<file path="config.mk">
export PLATFORM = sky130hd
export DESIGN_NAME = change_dispense_ctrl
export DESIGN_NICKNAME = d
export VERILOG_FILES = /design/src/rtl/change_dispense_ctrl.sv
export SDC_FILE = /design/constraint.sdc
export NUM_CORES = 1
export LEC_CHECK = 0
export ABC_AREA = 1
export BUFFER_PORTS_ARGS = -buffer_cell sky130_fd_sc_hd__buf_2
export CORE_MARGIN = 2
export CORE_UTILIZATION = 55
export CTS_CLUSTER_SIZE = 14
export DETAILED_ROUTE_END_ITERATION = 10
export PLACE_DENSITY = 0.76
export SKIP_CTS_REPAIR_TIMING = 1
export SYNTH_ARGS = -nofsm -noshare
export SYNTH_HDL_FRONTEND = slang
export SYNTH_SLANG_ARGS = --single-unit
</file>
<file path="constraint.sdc">
create_clock -name sys_clk -period 2.8 [get_ports sys_clk]
set_clock_uncertainty 0.15 [all_clocks]
set_input_delay 0 -clock sys_clk [delete_from_list [all_inputs] [get_ports sys_clk]]
set_output_delay 0 -clock sys_clk [all_outputs]
set_load 0.05 [all_outputs]
</file>
<file path="src/rtl/change_dispense_ctrl.sv">
// Change payout sequencer: greedy largest-first denomination selection (50/20/10/5/1),
// one hopper item per valid/ready handshake, with abort, stall timeout and fault lockout.
module change_dispense_ctrl #(
  parameter int MONEY_W     = 8,
  parameter int TIMEOUT_CYC = 1000000
) (
  input  logic               sys_clk,
  input  logic               sys_rst_n,
  input  logic               start,
  input  logic [MONEY_W-1:0] change_in,
  input  logic               abort,
  output logic               dispense_valid,
  output logic [2:0]         dispense_denom,
  input  logic               dispense_ready,
  output logic [MONEY_W-1:0] remaining,
  output logic [3:0]         coin_count,
  output logic               busy,
  output logic               done,
  output logic               error
);

  localparam int TMO_W = $clog2(TIMEOUT_CYC + 1);

  typedef enum logic [2:0] {
    S_IDLE,
    S_SELECT,
    S_ISSUE,
    S_DONE,
    S_FAULT
  } state_t;

  state_t             state, state_nxt;
  logic [TMO_W-1:0]   tmo_cnt, tmo_cnt_nxt;
  logic               abort_lat, abort_lat_nxt;
  logic [MONEY_W-1:0] remaining_nxt;
  logic [3:0]         coin_count_nxt;
  logic [2:0]         denom_nxt;

  // Largest denomination code whose value does not exceed amt (amt > 0).
  function automatic logic [2:0] pick_denom(input logic [MONEY_W-1:0] amt);
    if (amt >= MONEY_W'(50))      return 3'd4;
    else if (amt >= MONEY_W'(20)) return 3'd3;
    else if (amt >= MONEY_W'(10)) return 3'd2;
    else if (amt >= MONEY_W'(5))  return 3'd1;
    else                          return 3'd0;
  endfunction

  function automatic logic [MONEY_W-1:0] denom_value(input logic [2:0] code);
    case (code)
      3'd4:    return MONEY_W'(50);
      3'd3:    return MONEY_W'(20);
      3'd2:    return MONEY_W'(10);
      3'd1:    return MONEY_W'(5);
      default: return MONEY_W'(1);
    endcase
  endfunction

  // Item counter saturates instead of wrapping.
  function automatic logic [3:0] sat_inc4(input logic [3:0] v);
    return (v == 4'hF) ? v : v + 4'd1;
  endfunction

  always_comb begin
    state_nxt      = state;
    tmo_cnt_nxt    = tmo_cnt;
    abort_lat_nxt  = abort_lat;
    remaining_nxt  = remaining;
    coin_count_nxt = coin_count;
    denom_nxt      = dispense_denom;

    case (state)
      S_IDLE: begin
        if (start) begin
          remaining_nxt  = change_in;
          coin_count_nxt = 4'd0;
          abort_lat_nxt  = 1'b0;
          state_nxt      = S_SELECT;
        end
      end

      S_SELECT: begin
        if (remaining == '0 || abort || abort_lat) begin
          state_nxt = S_DONE;
        end else begin
          denom_nxt   = pick_denom(remaining);
          tmo_cnt_nxt = '0;
          state_nxt   = S_ISSUE;
        end
      end

      // The request stays up until its handshake; an abort here only prevents the next one.
      S_ISSUE: begin
        if (abort) abort_lat_nxt = 1'b1;
        if (dispense_ready) begin
          remaining_nxt  = remaining - denom_value(dispense_denom);
          coin_count_nxt = sat_inc4(coin_count);
          state_nxt      = S_SELECT;
        end else begin
          tmo_cnt_nxt = tmo_cnt + TMO_W'(1);
          if (tmo_cnt_nxt == TMO_W'(TIMEOUT_CYC)) state_nxt = S_FAULT;
        end
      end

      S_DONE: begin
        abort_lat_nxt = 1'b0;
        state_nxt     = S_IDLE;
      end

      S_FAULT: begin
        state_nxt = S_FAULT;
      end

      default: begin
        state_nxt = S_IDLE;
      end
    endcase
  end

  always_ff @(posedge sys_clk) begin
    if (!sys_rst_n) begin
      state          <= S_IDLE;
      tmo_cnt        <= '0;
      abort_lat      <= 1'b0;
      remaining      <= '0;
      coin_count     <= 4'd0;
      dispense_denom <= 3'd0;
    end else begin
      state          <= state_nxt;
      tmo_cnt        <= tmo_cnt_nxt;
      abort_lat      <= abort_lat_nxt;
      remaining      <= remaining_nxt;
      coin_count     <= coin_count_nxt;
      dispense_denom <= denom_nxt;
    end
  end

  assign dispense_valid = (state == S_ISSUE);
  assign busy           = (state != S_IDLE);
  assign done           = (state == S_DONE);
  assign error          = (state == S_FAULT);

endmodule
</file>
Word level (Yosys, flattened, before mapping):

Cells that the tools add are included.

* bits in registers: 39
* output and inout bits: 19
* logic and storage cells: 70

* add/sub/neg operators: 3
* $lt $le $gt $ge: 4
* eq/ne operators: 17
* muxes and demuxes: 25
* bitwise gates (word level): 1
* reduce and logical (&&, ||, !) cells: 14

Operators by type and width (count)
* 2-to-1 mux 20 bit: 2
* one-hot mux 20 bit (2 select lines): 1
* 2-to-1 mux 8 bit: 4
* one-hot mux 6 bit (4 select lines): 1
* adder 20 x 1 -> 20 bit (second input constant): 1
* == test 20 bit (second input constant): 1
* one-hot mux 8 bit (2 select lines): 1
* == test 3 x 2 -> 1 bit (second input constant): 4
* 2-to-1 mux 3 bit: 4
* 2-to-1 mux 4 bit: 3
* one-hot mux 3 bit (4 select lines): 1
* inequality test 2 bit (second input constant): 5
* AND reduction 3 bit: 3
* greater-or-equal comparator 8 x 3 -> 1 bit (second input constant): 1
* greater-or-equal comparator 8 x 4 -> 1 bit (second input constant): 1
* greater-or-equal comparator 8 x 5 -> 1 bit (second input constant): 1
* greater-or-equal comparator 8 x 6 -> 1 bit (second input constant): 1
* logical NOT 8 bit: 1
* one-hot mux 4 bit (2 select lines): 1
* subtractor 8 bit: 1
* == test 3 x 1 -> 1 bit (second input constant): 2
* == test 3 bit (second input constant): 2
* nonzero test 3 bit: 2
* adder 4 x 1 -> 4 bit (second input constant): 1
* 12 further kinds: 19

Depth between registers and ports, before layout:

* word-level depth: 7
* mapped depth: 17

Worst setup path after synthesis:

OpenSTA, ideal clock, no wires.

* path kind: flip-flop to flip-flop
* start: reg dispense_denom[1]
* end: reg remaining[6]
* arrival: 2.329 ns
* data required time: 2.518 ns
* setup slack: 0.189 ns
* stages on the path, launching flop included: 16
* clock period less this slack: 2.611 ns
* path through: dfxtp_1 nor3_1 inv_1 o21ai_0 o22ai_1 ha_1 inv_1 fa_1 nand3_1 nand2_1 a21oi_1 o21bai_1 nand2_1 nand2_1 o21bai_1 a21oi_1

* word-level cells in the longest chain between the ends: 7
* elaborated cells between the ends (all ways): 10

Ends and longest elaborated chain
* from (decl): RTL line 13 `output logic [2:0] dispense_denom,`
* from (signal assigned): RTL line 133 `dispense_denom <= denom_nxt;`
* == test 3 x 1 -> 1 bit, or another cell as far along: RTL line 49 `case (code)`
* one-hot mux 6 bit (4 select lines) *: RTL line 49
* 2-to-1 mux 8 bit *: RTL line 94 `if (dispense_ready) begin`
* 2-to-1 mux 8 bit *: RTL line 71 `case (state)`
* subtractor 8 bit *: RTL line 95 `remaining_nxt = remaining - denom_value(dispense_denom);`
* 2-to-1 mux 8 bit *: RTL line 94
* one-hot mux 8 bit (2 select lines) *: RTL line 71
* to (signal assigned): RTL line 131 `remaining <= remaining_nxt;`
* to (decl): RTL line 15 `output logic [MONEY_W-1:0] remaining,`

Every way passes the cells marked *; elsewhere a longest branch is shown, timed or not. The select of a mux whose other input is x is not followed.
A chain may end at the register's enable or synchronous reset.

Final worst setup path:

* start: reg dispense_denom[2]
* end: reg remaining[1]

Same word-level chain as after synthesis.

==> results.md <==
- Status: complete, but fails checks
- Failing checks: negative hold slack
- Post-synth EDFFs: 0
- Worst Tran Pin Value: between 0.9 and 1 ns
- Ports: 32
- Max cap viols: 0
- Post-DR vias/cell: 5.30
- Core box area: 4440 µm²
- Final slew viol count: 0
- Clock Sinks: 39
- Library cells used by synthesis: 36
- Kind of critical path: reg2reg
- Post-route cell area: 3020 µm²
- Worst Path Required: 2.84 ns
- Yosys top cell area share: 0.302
- Final Wtd Congestion: 0.946
- Die Wd: 72.6 µm
- Initial Util: 0.582
- Cells after DPL: 483
- Cells after Synth: just over 400
- Fmax: 382 MHz
- Rows: 24
- # nets final: roughly 470
- RSZ-0062 raised after global routing: false
- Crit path time final: ~2.6 ns
- Synth top area cells: dfxtp_1, nand2_1, a21oi_1
- Power per cell area: about 660 nW/µm²
- Fin. Hold Viols: 1
- Worst r2r src: dispense_denom[2]
- Combinational power share: 0.443
- Vias in the first global route: 2347
- Met1 usage: 0.322
- Met2 global-route usage: 0.395
- CTS tree: built
- Worst setup EP type: register
- R2r setup slk: 0.18 ns
- Drt first pass iters: 4
- Yosys warnings: 0
- Met3 Use GR: 0.0387
- Fill count: 410
- Clock tree buffer depth: 2
- Die outline area: 5270 µm²
- Dpl hpwl: 4.42 mm
- CTS clk-pin slew, worst paths: 0.08 ns
- Cell Area, Synth: 2590 µm²
- Root buf cell: clkbuf_8
- # diodes: 0
- Input/output buffers: 31
- Initial antenna violation count: 0
- GR peak layer: met2
- DRC violations left: 0
- Sw power: 891 µW
- Via count: roughly 2700
- CP startpoint kind: register
- Layout cells sized above 1: 0.142
- Most common cell in the netlist: nand2_1
- Seq/Total Area, Yosys: 0.302
- Crit share post-route: 0.935
- Syn-to-layout area delta: 16.6%
- Setup TNS: 0 ns
- H-tree depth: 2
- WHS: -0.0155 ns
- Final Non-Filler Cells: approximately 500
- First-pass GRT wire length: ~10 mm
- Post-synth top cells: nand2_1, inv_1, nor2_1, a21oi_1, dfxtp_1
- Overall Global Routing Usage: 0.242
- Drt initial violations: around 120
- Leakage: 1.25 nW
- Total gr overflow: 0
- Largest net degree at the start of global routing: 31
- WL/cell: 12.2 µm
- WL final: 6.13 mm
- Internal power: ~1.1 mW
- Worst-Skew Late Latency: between 0.2 and 0.3 ns
- Clock network fraction of total power: 0.217
- Main synth FF type: dfxtp_1
- Syn nets: 428
- CTS Buf Count: 5
- Overall power: 2.00 mW
- Peak VDD IR: between 0.5 and 0.6 mV
- Final Setup Violations: 0
- Avg Cell Area, Syn: 6.39 µm²
- Die height: approximately 73 µm
- Hold path start: change_in[7]
- Fraction of registers with async set/reset: 0
- Crit Path Max Fanout: 3
- Placed Area: 2790 µm²
- Rel. slew slack: 0.345
- Critical Path AT: 2.66 ns
- DRT antenna net count: 0
- Crit. Startpoint: dispense_denom[2]
- Flops & latches, synth: 39
- Worst Hold Class: in2reg
- Switching share of power: 0.445
- Reg power frac: 0.339
- Most area-hungry cell type in the Yosys netlist: dfxtp_1
==> cell usage in the layout (no fill, tap or decap), drive strengths merged <==
master         n
nand2        119
nor2          52
inv           45
a21oi         41
dfxtp         39
buf           35
nand3         32
o21ai         18
dlygate4sd3   12
nor3          10
ha             9
nand4          7
clkbuf         7
o21bai         4
a211oi         4
xnor2          2
xor2           2
a31oi          2
and3           2
o22ai          1
o211ai         1
clkinv         1
nand3b         1
or2            1
a31o           1
a221oi         1
fa             1
clkinvlp       1
==> critical path: stages, from the launching register on <==
cell and delay [ns]:
dfxtp_1 0.36, inv_1 0.07, nor3_1 0.19, inv_1 0.10, o21ai_0 0.13, o22ai_1 0.11
ha_1 0.19, inv_1 0.08, fa_1 0.41, nand2_1 0.08, a31oi_1 0.07, dlygate4sd3_1 0.56
==> state kept, by name, indices dropped and copies added (netlist names) <==
| signal | flops |
|---|---|
| remaining | 8 |
| tmo_cnt | 20 |
| coin_count | 4 |
| state | 3 |
| dispense_denom | 3 |
| abort_lat | 1 |
==> power by group through the flow <==
stage	clock network (mW)	registers, mW	logic [mW]
2_1_floorplan	0	0.812	0.531
3_3_place_gp	0	0.687	0.845
3_5_place_dp	0	0.687	0.854
4_1_cts	0.444	0.676	0.855
5_1_grt	0.470	0.687	0.991
6_report	0.435	0.679	0.887
==> stage by stage <==
step	hold WS, ns	setup WS, ns	utilization
finish	-0.0155	0.182	0.678
detailed placement	0.143	0.369	0.628
global route	0.000369	0.0142	0.678
global placement	0.132	0.469	0.628
CTS	-0.176	0.353	0.651
floorplan	-0.0117	0.189	-
==> final timing paths <==
path / end / depth (start not counted)
min: remaining[7] / 4
max: remaining[1] / 11
max reg2reg: remaining[1] / 11
min reg2reg: tmo_cnt[19] / 2
==> layout make-up <==
class	count	area (µm²)	share of cell area
tap	52	65.1	0.0216
inverter	46	173	0.0573
clock buffer	7	96.3	0.0320
timing repair buffer	47	305	0.101
sequential	39	781	0.259
clock inverter	1	7.51	0.00249
multi-input combinational	311	1590	0.527
==> kinds of logic after synthesis <==
| kind of cell | count (synthesis) | synth area share |
|---|---|---|
| and+or+nand+nor | 224 | 0.390 |
| AOI/OAI and AO/OA | 73 | 0.159 |
| buffers and inverters | 55 | 0.0842 |
| DFF | 39 | 0.302 |
| adders and majority gates | 10 | 0.0513 |
| xor gates and xnor gates | 4 | 0.0135 |
==> layer usage <==
| layer | routed length (µm) | share of wire |
|---|---|---|
| met1 | 2990 | 0.49 |
| met2 | 2830 | 0.46 |
| met3 | 187 | 0.031 |
| met4 | 115 | 0.019 |
| met5 | 0 | 0 |
(Power assumes the default switching activity.)
